==> src/rtl/ieee_alu_pkg.sv <==
// Shared definitions for the single-precision ALU datapath: widths, the
// normalizer state encoding and the result-flag field order.
package ieee_alu_pkg;
  localparam int MANT_W   = 24;
  localparam int EXP_W    = 8;
  localparam int EXP_MAX  = 255;
  localparam int EXP_BIAS = 127;

  typedef enum logic [1:0] {
    IDLE  = 2'd0,
    SHIFT = 2'd1,
    DONE  = 2'd2
  } state_t;

  typedef struct packed {
    logic zero;
    logic ovf;
    logic unf;
  } flags_t;
endpackage

==> src/rtl/fp_mantissa_normalizer.sv <==
// Post-add mantissa normalizer: carry fix-up in one edge, leading-zero
// removal one bit per clock, valid/ready on both sides.
module fp_mantissa_normalizer #(
  parameter int MANT_W = 24,
  parameter int EXP_W  = 8
) (
  input  logic              clk,
  input  logic              rst_n,
  input  logic              in_valid,
  output logic              in_ready,
  input  logic [MANT_W-1:0] in_mant,
  input  logic              in_cout,
  input  logic [EXP_W-1:0]  in_exp,
  input  logic              in_sign,
  output logic              out_valid,
  input  logic              out_ready,
  output logic [MANT_W-1:0] out_mant,
  output logic [EXP_W-1:0]  out_exp,
  output logic              out_sign,
  output logic              out_zero,
  output logic              out_ovf,
  output logic              out_unf
);
  import ieee_alu_pkg::*;

  localparam logic [EXP_W-1:0] EMAX = '1;
  localparam logic [EXP_W-1:0] EONE = EXP_W'(1);

  state_t            state, state_nx;
  logic              armed;
  logic [MANT_W-1:0] mant, mant_nx, sh_mant;
  logic [EXP_W-1:0]  exp_r, exp_nx, sh_exp, e;
  logic [EXP_W:0]    e_inc;
  logic              sign, sign_nx;
  flags_t            flags, flags_nx;

  // Denormal inputs carry an effective exponent of 1.
  assign e       = (in_exp == '0) ? EONE : in_exp;
  assign e_inc   = {1'b0, e} + 1'b1;
  assign sh_mant = mant << 1;
  assign sh_exp  = exp_r - 1'b1;

  always_ff @(posedge clk) begin
    if (!rst_n) begin
      state <= IDLE;
      armed <= 1'b0;
    end else begin
      state <= state_nx;
      armed <= 1'b1;
    end
  end

  always_comb begin
    state_nx = state;
    mant_nx  = mant;
    exp_nx   = exp_r;
    sign_nx  = sign;
    flags_nx = flags;
    case (state)
      IDLE: if (in_valid && armed) begin
        sign_nx  = in_sign;
        flags_nx = '0;
        state_nx = DONE;
        if (in_cout) begin
          if (e_inc >= {1'b0, EMAX}) begin
            mant_nx      = '0;
            exp_nx       = EMAX;
            flags_nx.ovf = 1'b1;
          end else begin
            mant_nx = {1'b1, in_mant[MANT_W-1:1]};
            exp_nx  = e_inc[EXP_W-1:0];
          end
        end else if (in_mant == '0) begin
          mant_nx       = '0;
          exp_nx        = '0;
          flags_nx.zero = 1'b1;
        end else if (in_mant[MANT_W-1]) begin
          mant_nx = in_mant;
          exp_nx  = e;
        end else if (e == EONE) begin
          mant_nx      = in_mant;
          exp_nx       = '0;
          flags_nx.unf = 1'b1;
        end else begin
          mant_nx  = in_mant;
          exp_nx   = e;
          state_nx = SHIFT;
        end
      end
      SHIFT: begin
        mant_nx = sh_mant;
        exp_nx  = sh_exp;
        if (sh_mant[MANT_W-1]) begin
          state_nx = DONE;
        end else if (sh_exp == EONE) begin
          exp_nx       = '0;
          flags_nx.unf = 1'b1;
          state_nx     = DONE;
        end
      end
      DONE: if (out_ready) state_nx = IDLE;
      default: state_nx = IDLE;
    endcase
  end

  always_ff @(posedge clk) begin
    if (!rst_n) begin
      mant  <= '0;
      exp_r <= '0;
      sign  <= 1'b0;
      flags <= '0;
    end else begin
      mant  <= mant_nx;
      exp_r <= exp_nx;
      sign  <= sign_nx;
      flags <= flags_nx;
    end
  end

  assign in_ready  = (state == IDLE) && armed;
  assign out_valid = (state == DONE);
  assign out_mant  = mant;
  assign out_exp   = exp_r;
  assign out_sign  = sign;
  assign out_zero  = flags.zero;
  assign out_ovf   = flags.ovf;
  assign out_unf   = flags.unf;
endmodule

==> config.mk <==
export PLATFORM = sky130hd
export DESIGN_NAME = fp_mantissa_normalizer
export DESIGN_NICKNAME = d
export VERILOG_FILES = /design/src/rtl/ieee_alu_pkg.sv /design/src/rtl/fp_mantissa_normalizer.sv
export SDC_FILE = /design/constraint.sdc
export NUM_CORES = 1
export LEC_CHECK = 0
export BUFFER_PORTS_ARGS = -buffer_cell sky130_fd_sc_hd__buf_2
export CAP_MARGIN = 20
export CORE_UTILIZATION = 33
export CTS_CLUSTER_DIAMETER = 80
export CTS_CLUSTER_SIZE = 25
export DETAILED_ROUTE_END_ITERATION = 6
export PLACE_DENSITY_LB_ADDON = 0.1
export RECOVER_POWER = 25
export SETUP_SLACK_MARGIN = 0.5
export SYNTH_ARGS = -nofsm -noshare
export SYNTH_HDL_FRONTEND = slang
export SYNTH_SLANG_ARGS = --single-unit
==> constraint.sdc <==
create_clock -name clk -period 5.8 [get_ports clk]
set_input_delay 0.58 -clock clk [delete_from_list [all_inputs] [get_ports clk]]
set_output_delay 0.58 -clock clk [all_outputs]
set_load 0.01 [all_outputs]
# Yosys cells after proc, flatten, opt, wreduce, memory -nomap -nowiden
# Index checks and enable logic that the tools add are counted.
[totals] elab_cells=68 in_bits=38 ff_bits=39
[classes] n_eq_ne=9 n_addsub=2 magnitude_cmp=1 mux=38 n_reduce_logical=10
[ops] op="$mux W24" count=5
[ops] op="$mux W8" count=9
[ops] op="$pmux W24 S2" count=1
[ops] op="$logic_not A24 Y1" count=1
[ops] op="$eq A8 B1 Y1 const B" count=2
[ops] op="$mux W2" count=8
[ops] op="$pmux W8 S2" count=1
[ops] op="$mux W1" count=12
[ops] op="$add A8 B1 Y9 const B" count=1
[ops] op="$ge A9 B8 Y1 const B" count=1
[ops] op="$logic_not A8 Y1" count=1
[ops] op="$sub A8 B1 Y8 const B" count=1
[ops] op="$ne A2 B2 Y1 const B" count=3
[ops] op="$pmux W2 S3" count=1
[ops] op="$reduce_and A2 Y1" count=2
[ops] op="$reduce_and A4 Y1" count=1
[ops] op="$ne A3 B3 Y1 const B" count=1
[ops] op="$reduce_and A3 Y1" count=1
[ops] op="$eq A2 B1 Y1 const B" count=1
[ops] op="$eq A2 B2 Y1 const B" count=1
[ops] op="$logic_and A1 B1 Y1" count=2
[ops] op="$logic_not A2 Y1" count=1
[ops] op="$ne A2 B1 Y1 const B" count=1
[ops] op="$pmux W1 S2" count=1
[ops] op="$reduce_bool A2 Y1" count=1

# Longest topological paths before layout
# Gate-level depths: netlist (run 1).
[depth] ltp_word=9 ltp_mapped=9 ltp_nobuf=8

# Worst setup path before layout (run 1)
# Ideal clock, no wire load.
[synth_path] path_type="input to register" start="in in_exp[7]" end="reg mant[12] (netlist: out_mant[12])" t_arrival_ns=2.222 path_slack_ns=3.445 stages=9 setup_ns=0.132 required_time_ns=5.668 path_cell_list="clkbuf_1 nor2_1 a31o_1 ha_1 nor2_1 o2111ai_2 clkbuf_1 a31oi_1 a21oi_1"
[synth_via] elab_chain_len=8
[synth_lines] item="start: declaration" line="fp_mantissa_normalizer.sv:13" rtl="input logic [EXP_W-1:0] in_exp,"
[synth_lines] item="$logic_not A8 Y1" line="fp_mantissa_normalizer.sv:38" rtl="assign e = (in_exp == '0) ? EONE : in_exp;"
[synth_lines] item="$mux W8 (*)" line="fp_mantissa_normalizer.sv:38"
[synth_lines] item="$add A8 B1 Y9 (*)" line="fp_mantissa_normalizer.sv:39" rtl="assign e_inc = {1'b0, e} + 1'b1;"
[synth_lines] item="$ge A9 B8 Y1 (*)" line="fp_mantissa_normalizer.sv:65" rtl="if (e_inc >= {1'b0, EMAX}) begin"
[synth_lines] item="$mux W24 (*)" line="fp_mantissa_normalizer.sv:65"
[synth_lines] item="$mux W24 (*)" line="fp_mantissa_normalizer.sv:64" rtl="if (in_cout) begin"
[synth_lines] item="$mux W24 (*)" line="fp_mantissa_normalizer.sv:60" rtl="IDLE: if (in_valid && armed) begin"
[synth_lines] item="$pmux W24 S2 (*)" line="fp_mantissa_normalizer.sv:59" rtl="case (state)"
[synth_lines] item="end signal: assignment" line="fp_mantissa_normalizer.sv:113" rtl="mant <= mant_nx;"
[synth_lines] item="end: declaration" line="fp_mantissa_normalizer.sv:31" rtl="logic [MANT_W-1:0] mant, mant_nx, sh_mant;"
# Mark *: on every way between the ends. The rest lies on a longest branch, timed or not. The select of a mux whose other input is x is not followed.
# A chain may end at the register's enable or synchronous reset.

==> results of run 1 <==
[routing by layer]
layer,vias to the layer above,GRT usage [%]
li1,1318,-
met1,1269,27.5
met2,69,34.1
met3,6,3.54
met4,0,5.57
met5,-,0
[worst reg2reg max path: stages (launching register included)]
cell	delay, ps
dfxtp_1	480
nand2b_1	140
buf_4	330
nand2_1	310
or4_1	590
a21oi_1	140
[area by class of cell]
type	instances	area, sq um
clock buffer	6	72.6
clock inverter	2	60.1
fill	793	4270
inverter	6	22.5
multi-input combinational	240	1540
sequential	39	781
tap	99	124
timing repair buffer	78	382
[power groups by stage]
| stage | Sequential [uW] | Combinational (uW) | Clock (uW) |
|---|---|---|---|
| after global routing | 382 | 391 | 290 |
| after CTS | 373 | 356 | 280 |
| after detailed placement | 379 | 354 | 0 |
| after global placement | 378 | 352 | 0 |
| after floorplan | 384 | 233 | 0 |
| final | 374 | 349 | 273 |
[registers in the layout (all words and copies together), names as in the netlist]
| register | count |
|---|---|
| out_ovf | 1 |
| out_zero | 1 |
| out_sign | 1 |
| out_mant | 24 |
| armed | 1 |
| state | 2 |
| out_exp | 8 |
| out_unf | 1 |
[placed cells by master (no fill, tap or decap), types with 2 or more instances in the layout]
cell type and n:
o21a_1 3, o31ai_1 2, o21ai_0 7, nor2_1 20, nand2_1 16, nand4_1 2, a22oi_1 2, nand3_1 10
nor2b_1 25, nor3_1 5, buf_2 56, nor4_1 9, a22o_1 2, inv_1 5, a31oi_1 27, and4_1 2
o221ai_1 22, clkbuf_8 5, o2111a_1 2, and3b_1 2, a31o_1 2, ha_1 3, a211oi_1 2, a21boi_1 2
a21oi_1 38, bufinv_16 2, a211oi_2 2, dfxtp_1 39, and2_1 3, or2_1 2, buf_4 2, clkbuf_1 20
nand2b_1 3, and3_1 2
[logic make-up (layout without fill, tap and decap cells)]
| kind of cell | after synthesis | count (layout) |
|---|---|---|
| AOI/OAI and AO/OA | 127 | 127 |
| adders and majority gates | 3 | 3 |
| buffers and inverters | 33 | 92 |
| DFF | 39 | 39 |
| and+or+nand+nor | 110 | 110 |
[path summary, 6_finish.rpt]
kind	startpoint	to	slack, ps	depth (start not counted)
min	out_sign	out_sign	460	2
min reg2reg	out_sign	out_sign	460	2
max reg2reg	state[1]	out_exp[5]	3730	5
max	rst_n	out_exp[0]	3080	4
[stage by stage]
stage / cells / area [sq um] / power, uW / worst slack [ps] / util [%]
after floorplan: 312 / 2470 / 617 / 3450 / -
after global routing: 470 / 2980 / 1060 / 2870 / 41.1
after CTS: 469 / 2990 / 1010 / 3040 / 41.2
after global placement: 461 / 2860 / 731 / 2790 / 39.4
after detailed placement: 461 / 2860 / 733 / 2720 / 39.4
final: 470 / 2980 / 995 / 3080 / 41.1
==> out/summary.txt, run 1 <==
Top-count cell post-synth -> dfxtp_1
# setup viols final -> 0
Share of post-route cells with drive strength above 1 -> 20.8%
First-pass GRT wire length -> 12,600 microns
Peak Freq -> 0.367 GHz
Worst path slowest cell -> clkbuf_1
Largest family of logic cells by synthesized area -> compound AO/OA/AOI/OAI gates
Critical Path Max Stage Delay -> 1010 ps
Dominant cells by area after synthesis -> dfxtp_1 (32%), o221ai_1 (7.8%), a21oi_1 (7.7%)
Die height -> 88.5 microns
Flops & latches, synth -> 39
Class of the most critical hold timing path -> reg2reg
Vias per cell -> 5.66
Synth Area in Simple Gates -> 25.1%
Distinct cells, synth -> 57
Final hold slack -> 460 ps
Die Area -> 7830 sq um
Post-Synthesis Cells -> 312
Final Wtd Congestion -> 0.809
Sw frac -> 36.6%
Met2 wire len -> 3740 microns
PortBufs -> 75
Final wirelength -> 7710 microns
HPWL Detailed -> 5370 microns
Pin count of the biggest net entering global routing -> 59
Clock transition at the registers of the reported paths -> 80 ps
CTS HTree Levels -> 2
Fin nets -> 411
Yosys top cell by area -> dfxtp_1
Clk root buf -> clkbuf_8
Mux cell area share after synthesis -> 0%
Max-slew headroom -> 5.15%
Synth warn -> 0
Mapped Area -> 2470 sq um
CTS buffer count -> 5
Crit path kind -> in2reg
P_int -> 632 uW
Initial DRC count -> 115
# rows -> 31
CP required -> 6040 ps
Sw power -> 364 uW
Clock sinks -> 39
Post-CTS Repair Setup Buffers -> 0
DR WL met3 -> 308 microns
Number of buffers and inverters on the critical path -> 2
Max cap viols -> 0
Adder-cell share of the synthesized area -> 1.52%
Actual slew at the worst max-slew pin -> 1420 ps
CTS tree -> built
Synthesized area per cell -> 7.91 sq um
PD cells -> 334 nW/um^2
LEAKAGE -> 0.00114 uW
Core area -> 7250 sq um
Minimum clock period -> 2720 ps
Status -> finished clean
Area added between synthesis and finish -> 20.8%
Worst path cell trace -> clkbuf_1 > clkinv_1 > a211oi_1 > a32o_1
Met1 WL -> 3590 microns
RSZ-0062 raised after global routing -> false
Top Ports -> 76
CP top delay family -> buffers and inverters
Top routing layer used -> met4
Comb pwr share -> 35.0%
Commonest cells post-synth -> dfxtp_1 (39), a21oi_1 (38), a31oi_1 (27)
DRC viols -> 0
Total grt overflow -> 0
Worst setup EP type -> flop
Clk_lat worst skew -> 290 ps
Avg WL per Cell -> 16.4 microns
Xor/xnor share of the synthesized area -> 0%
Vias in the first global route -> 2,478
Share of total power in the clock network -> 27.4%
Number of synthesized flops with an enable pin -> 0
Global-route usage over all layers -> 20.6%
Async SR Flop Fraction -> 0%
Hold Buf Count CTS -> 0
Flop pwr share -> 37.5%
Post-synthesis sequential area ratio -> 31.6%
Period utilization -> 46.9%
IR drop worst, VDD -> 0.000150 V
ANT nets after route -> 0
Antenna Cells -> 0
First drt pass iteration count -> 5
Pins over their slew limit -> 0
Setup TNS -> 0 ps
Crit-path max FO -> 31
Synth Flop Type -> dfxtp_1
Final Hold Fails -> 0
Die X-Extent -> 88.5 microns
Gates resized, CTS repair -> 0
Via total after detailed routing -> 2,662
Post-synth top area share -> 31.6%
Initial Util -> 34.0%
CP Launch Type -> input port
Clock Skew -> 5.76 ps
Compound-gate portion of the synthesized area -> 35.8%
Worst Path Arrival -> 2960 ps
Antenna violations before repair -> 0
Max Root-Sink Buffers -> 2
Syn Nets -> 353
Note: power is estimated with default switching activity, not from simulation.
==> run 2: changes to the inputs <==
==> constraint.sdc (replaced) <==
create_clock -name clk -period 2.5 [get_ports clk]
set_input_delay 0.25 -clock clk [delete_from_list [all_inputs] [get_ports clk]]
set_output_delay 0.25 -clock clk [all_outputs]
set_load 0.01 [all_outputs]
==> run 2 against run 1 <==
Power rose by 120%. Sequential share of layout area fell by 0.20 points. Via count rose by 2.1%. Combinational power rose by 140%. Count of clock-buffer cells in the layout did not move. Sequential power rose by 130%. Register-to-register slack got worse by 3200 ps.
==> out/summary.txt, run 2 (same netlist as run 1, synthesis figures left out) <==
Max FFs per register -> 24 (unchanged)
Flop-to-flop setup slack -> 540 ps (was 3730 ps)
# setup viols final -> 0 (unchanged)
ANT nets after route -> 0 (unchanged)
Critical Path Max Stage Delay -> 420 ps (was 1010 ps)
Via total after detailed routing -> 2,717 (was 2,662)
Hold path depth -> 3 (was 2)
Commonest non-fill, non-tap cell in the layout -> buf_2 (unchanged)
Clk root buf -> clkbuf_8 (unchanged)
M1 GR Usage -> 27.5% (about the same)
Worst Path Arrival -> 2150 ps (was 2960 ps)
Class of the most critical hold timing path -> in2reg (was reg2reg)
Vias per cell -> 5.72 (was 5.66)
Avg WL per Cell -> 16.7 microns (was 16.4 microns)
Die X-Extent -> 88.5 microns (unchanged)
Pin count of the biggest net entering global routing -> 45 (was 59)
Crit-path max FO -> 10 (was 31)
Die Area -> 7830 sq um (unchanged)
Worst path slowest cell -> dfxtp_1 (was clkbuf_1)
Worst setup EP type -> flop (unchanged)
HPWL Detailed -> 5630 microns (was 5370 microns)
Antenna Cells -> 0 (unchanged)
Status -> finished clean (unchanged)
Clk_lat worst skew -> 300 ps (was 290 ps)
Core area -> 7250 sq um (unchanged)
RSZ-0062 raised after global routing -> false (unchanged)
Pins over their slew limit -> 0 (unchanged)
PD cells -> 720 nW/um^2 (was 334 nW/um^2)
CTS buffer count -> 5 (unchanged)
Post-CTS Repair Setup Buffers -> 0 (unchanged)
Tot Pwr -> 2160 uW (was 995 uW)
First-pass GRT wire length -> 12,400 microns (was 12,600 microns)
CTS tree -> built (unchanged)
Minimum clock period -> 1960 ps
Most frequent cells in the layout -> buf_2 (59), dfxtp_1 (39), a21oi_1 (38), a31oi_1 (27), nor2b_1 (25) (was buf_2 (56), dfxtp_1 (39), a21oi_1 (38), a31oi_1 (27), nor2b_1 (25))
Crit path kind -> reg2reg (was in2reg)
Final Wtd Congestion -> 0.831 (was 0.809)
# rows -> 31 (unchanged)
Area added between synthesis and finish -> 21.8% (was 20.8%)
Flop pwr share -> 40.1% (was 37.5%)
CP Launch Type -> flop (was input port)
Max cap viols -> 0 (unchanged)
Actual slew at the worst max-slew pin -> 1480 ps (was 1420 ps)
Vias in the first global route -> 2,427 (was 2,478)
Layer with the highest usage -> met2 (unchanged)
Total grt overflow -> 0 (unchanged)
Share of total power in the clock network -> 20.7% (was 27.4%)
Initial DRC count -> 100 (was 115)
HP Start -> in_sign (was out_sign)
Clock sinks -> 39 (unchanged)
CP required -> 2690 ps (was 6040 ps)
Sw frac -> 40.8% (was 36.6%)
IR drop worst, VDD -> 0.000250 V (was 0.000150 V)
Fill cells -> 795 (was 793)
Share of post-route cells with drive strength above 1 -> 23.1% (was 20.8%)
Clock Skew -> 8.71 ps (was 5.76 ps)
Die height -> 88.5 microns (unchanged)
Comb pwr share -> 39.2% (was 35.0%)
Hold Buf Count CTS -> 0 (unchanged)
Clock transition at the registers of the reported paths -> 90 ps (was 80 ps)
LEAKAGE -> 0.00115 uW (was 0.00114 uW)
Antenna violations before repair -> 0 (unchanged)
Sw power -> 882 uW (was 364 uW)
Fin nets -> 416 (was 411)
CTS HTree Levels -> 2 (unchanged)
Worst path cell trace -> inv_1 > ha_2 > nand2b_1 > o32a_1 > o22ai_2 > a211oi_1 > a32o_1 (was clkbuf_1 > clkinv_1 > a211oi_1 > a32o_1)
WHS Endpoint -> out_sign (unchanged)
Final Hold Fails -> 0 (unchanged)
Reg2Reg Depth -> 7 (was 5)
Final wirelength -> 7940 microns (was 7710 microns)
R2r startpoint -> out_exp[0] (was state[1])
Max-slew headroom -> 1.29% (was 5.15%)
First drt pass iteration count -> 5 (unchanged)
FF-to-FF End -> out_exp[0] (was out_exp[5])
Period utilization -> 78.3%
Met3 Use GR -> 3.36% (was 3.54%)
P_int -> 1280 uW (was 632 uW)
DRC viols -> 0 (unchanged)
Initial Util -> 34.0% (unchanged)
Global-route usage over all layers -> 20.5% (was 20.6%)
PortBufs -> 75 (unchanged)
Setup TNS -> 0 ps (unchanged)
Max Root-Sink Buffers -> 2 (unchanged)
Top Ports -> 76 (unchanged)
Peak Freq -> 0.511 GHz
GR Util met2 -> 33.7% (was 34.1%)
[run 2: cell types whose count changed in the layout (fill, tap and decap cells not counted), moves of 2 or more]
cell / change
buf_2: +3
bufinv_16: -2
clkbuf_1: -2
buf_4: +4
[run 2: power by group through the flow]
| stage | clock, uW | combinational, uW | sequential [uW] |
|---|---|---|---|
| after global placement | 0 | 840 | 878 |
| after detailed placement | 0 | 840 | 880 |
| final | 449 | 847 | 867 |
| after floorplan | 0 | 540 | 891 |
| after global routing | 475 | 938 | 886 |
| after CTS | 457 | 848 | 866 |
[run 2: worst max-delay path by stage]
stage	from	to	depth (start not counted)
floorplan	in_exp[7]	out_mant[12]	9
global placement	in_exp[2]	out_mant[14]	9
detailed placement	in_exp[2]	out_mant[1]	9
CTS	in_exp[2]	out_mant[14]	9
global route	out_exp[0]	out_exp[0]	7
finish	out_exp[0]	out_exp[0]	7
[run 2: what timing repair did]
action,in CTS,in global routing
setup endpoints to repair,3,30
pin swaps,0,1
gates resized for setup,1,8
[run 2: critical path: cells and delay by family (launching register included)]
kind	cells	cell delay [ps]
compound gates	4	880
fa+ha+maj	1	270
buf+inv	1	120
flops	1	420
simple gates	1	160
[run 2: metal layers]
layer / routed length [microns] / share of wire [%]
met3: 384 / 4.8
met2: 3760 / 47
met4: 106 / 1.3
met5: 0 / 0
met1: 3690 / 46
[run 2: final cells by class]
| cell class | count | area, sq um | share of cell area (%) |
|---|---|---|---|
| inverters | 6 | 22.5 | 0.750 |
| multi-input cells | 240 | 1580 | 52.5 |
| clock buffers | 6 | 72.6 | 2.42 |
| well taps | 99 | 124 | 4.12 |
| clock inverters | 2 | 12.5 | 0.416 |
| repair buffers | 83 | 415 | 13.8 |
| flip-flops and latches | 39 | 781 | 26.0 |
[run 2: stage by stage]
step                std cells  hold slack [ps]  util, %  worst slack (ps)  area [sq um]
finish                    475              178     41.4               543          3000
global route              475              180     41.4               431          3000
CTS                       475              173     41.2               524          2990
detailed placement        467              450     40.0               202          2900
global placement          467              448     40.0               265          2900
floorplan                 312              278        -               475          2470
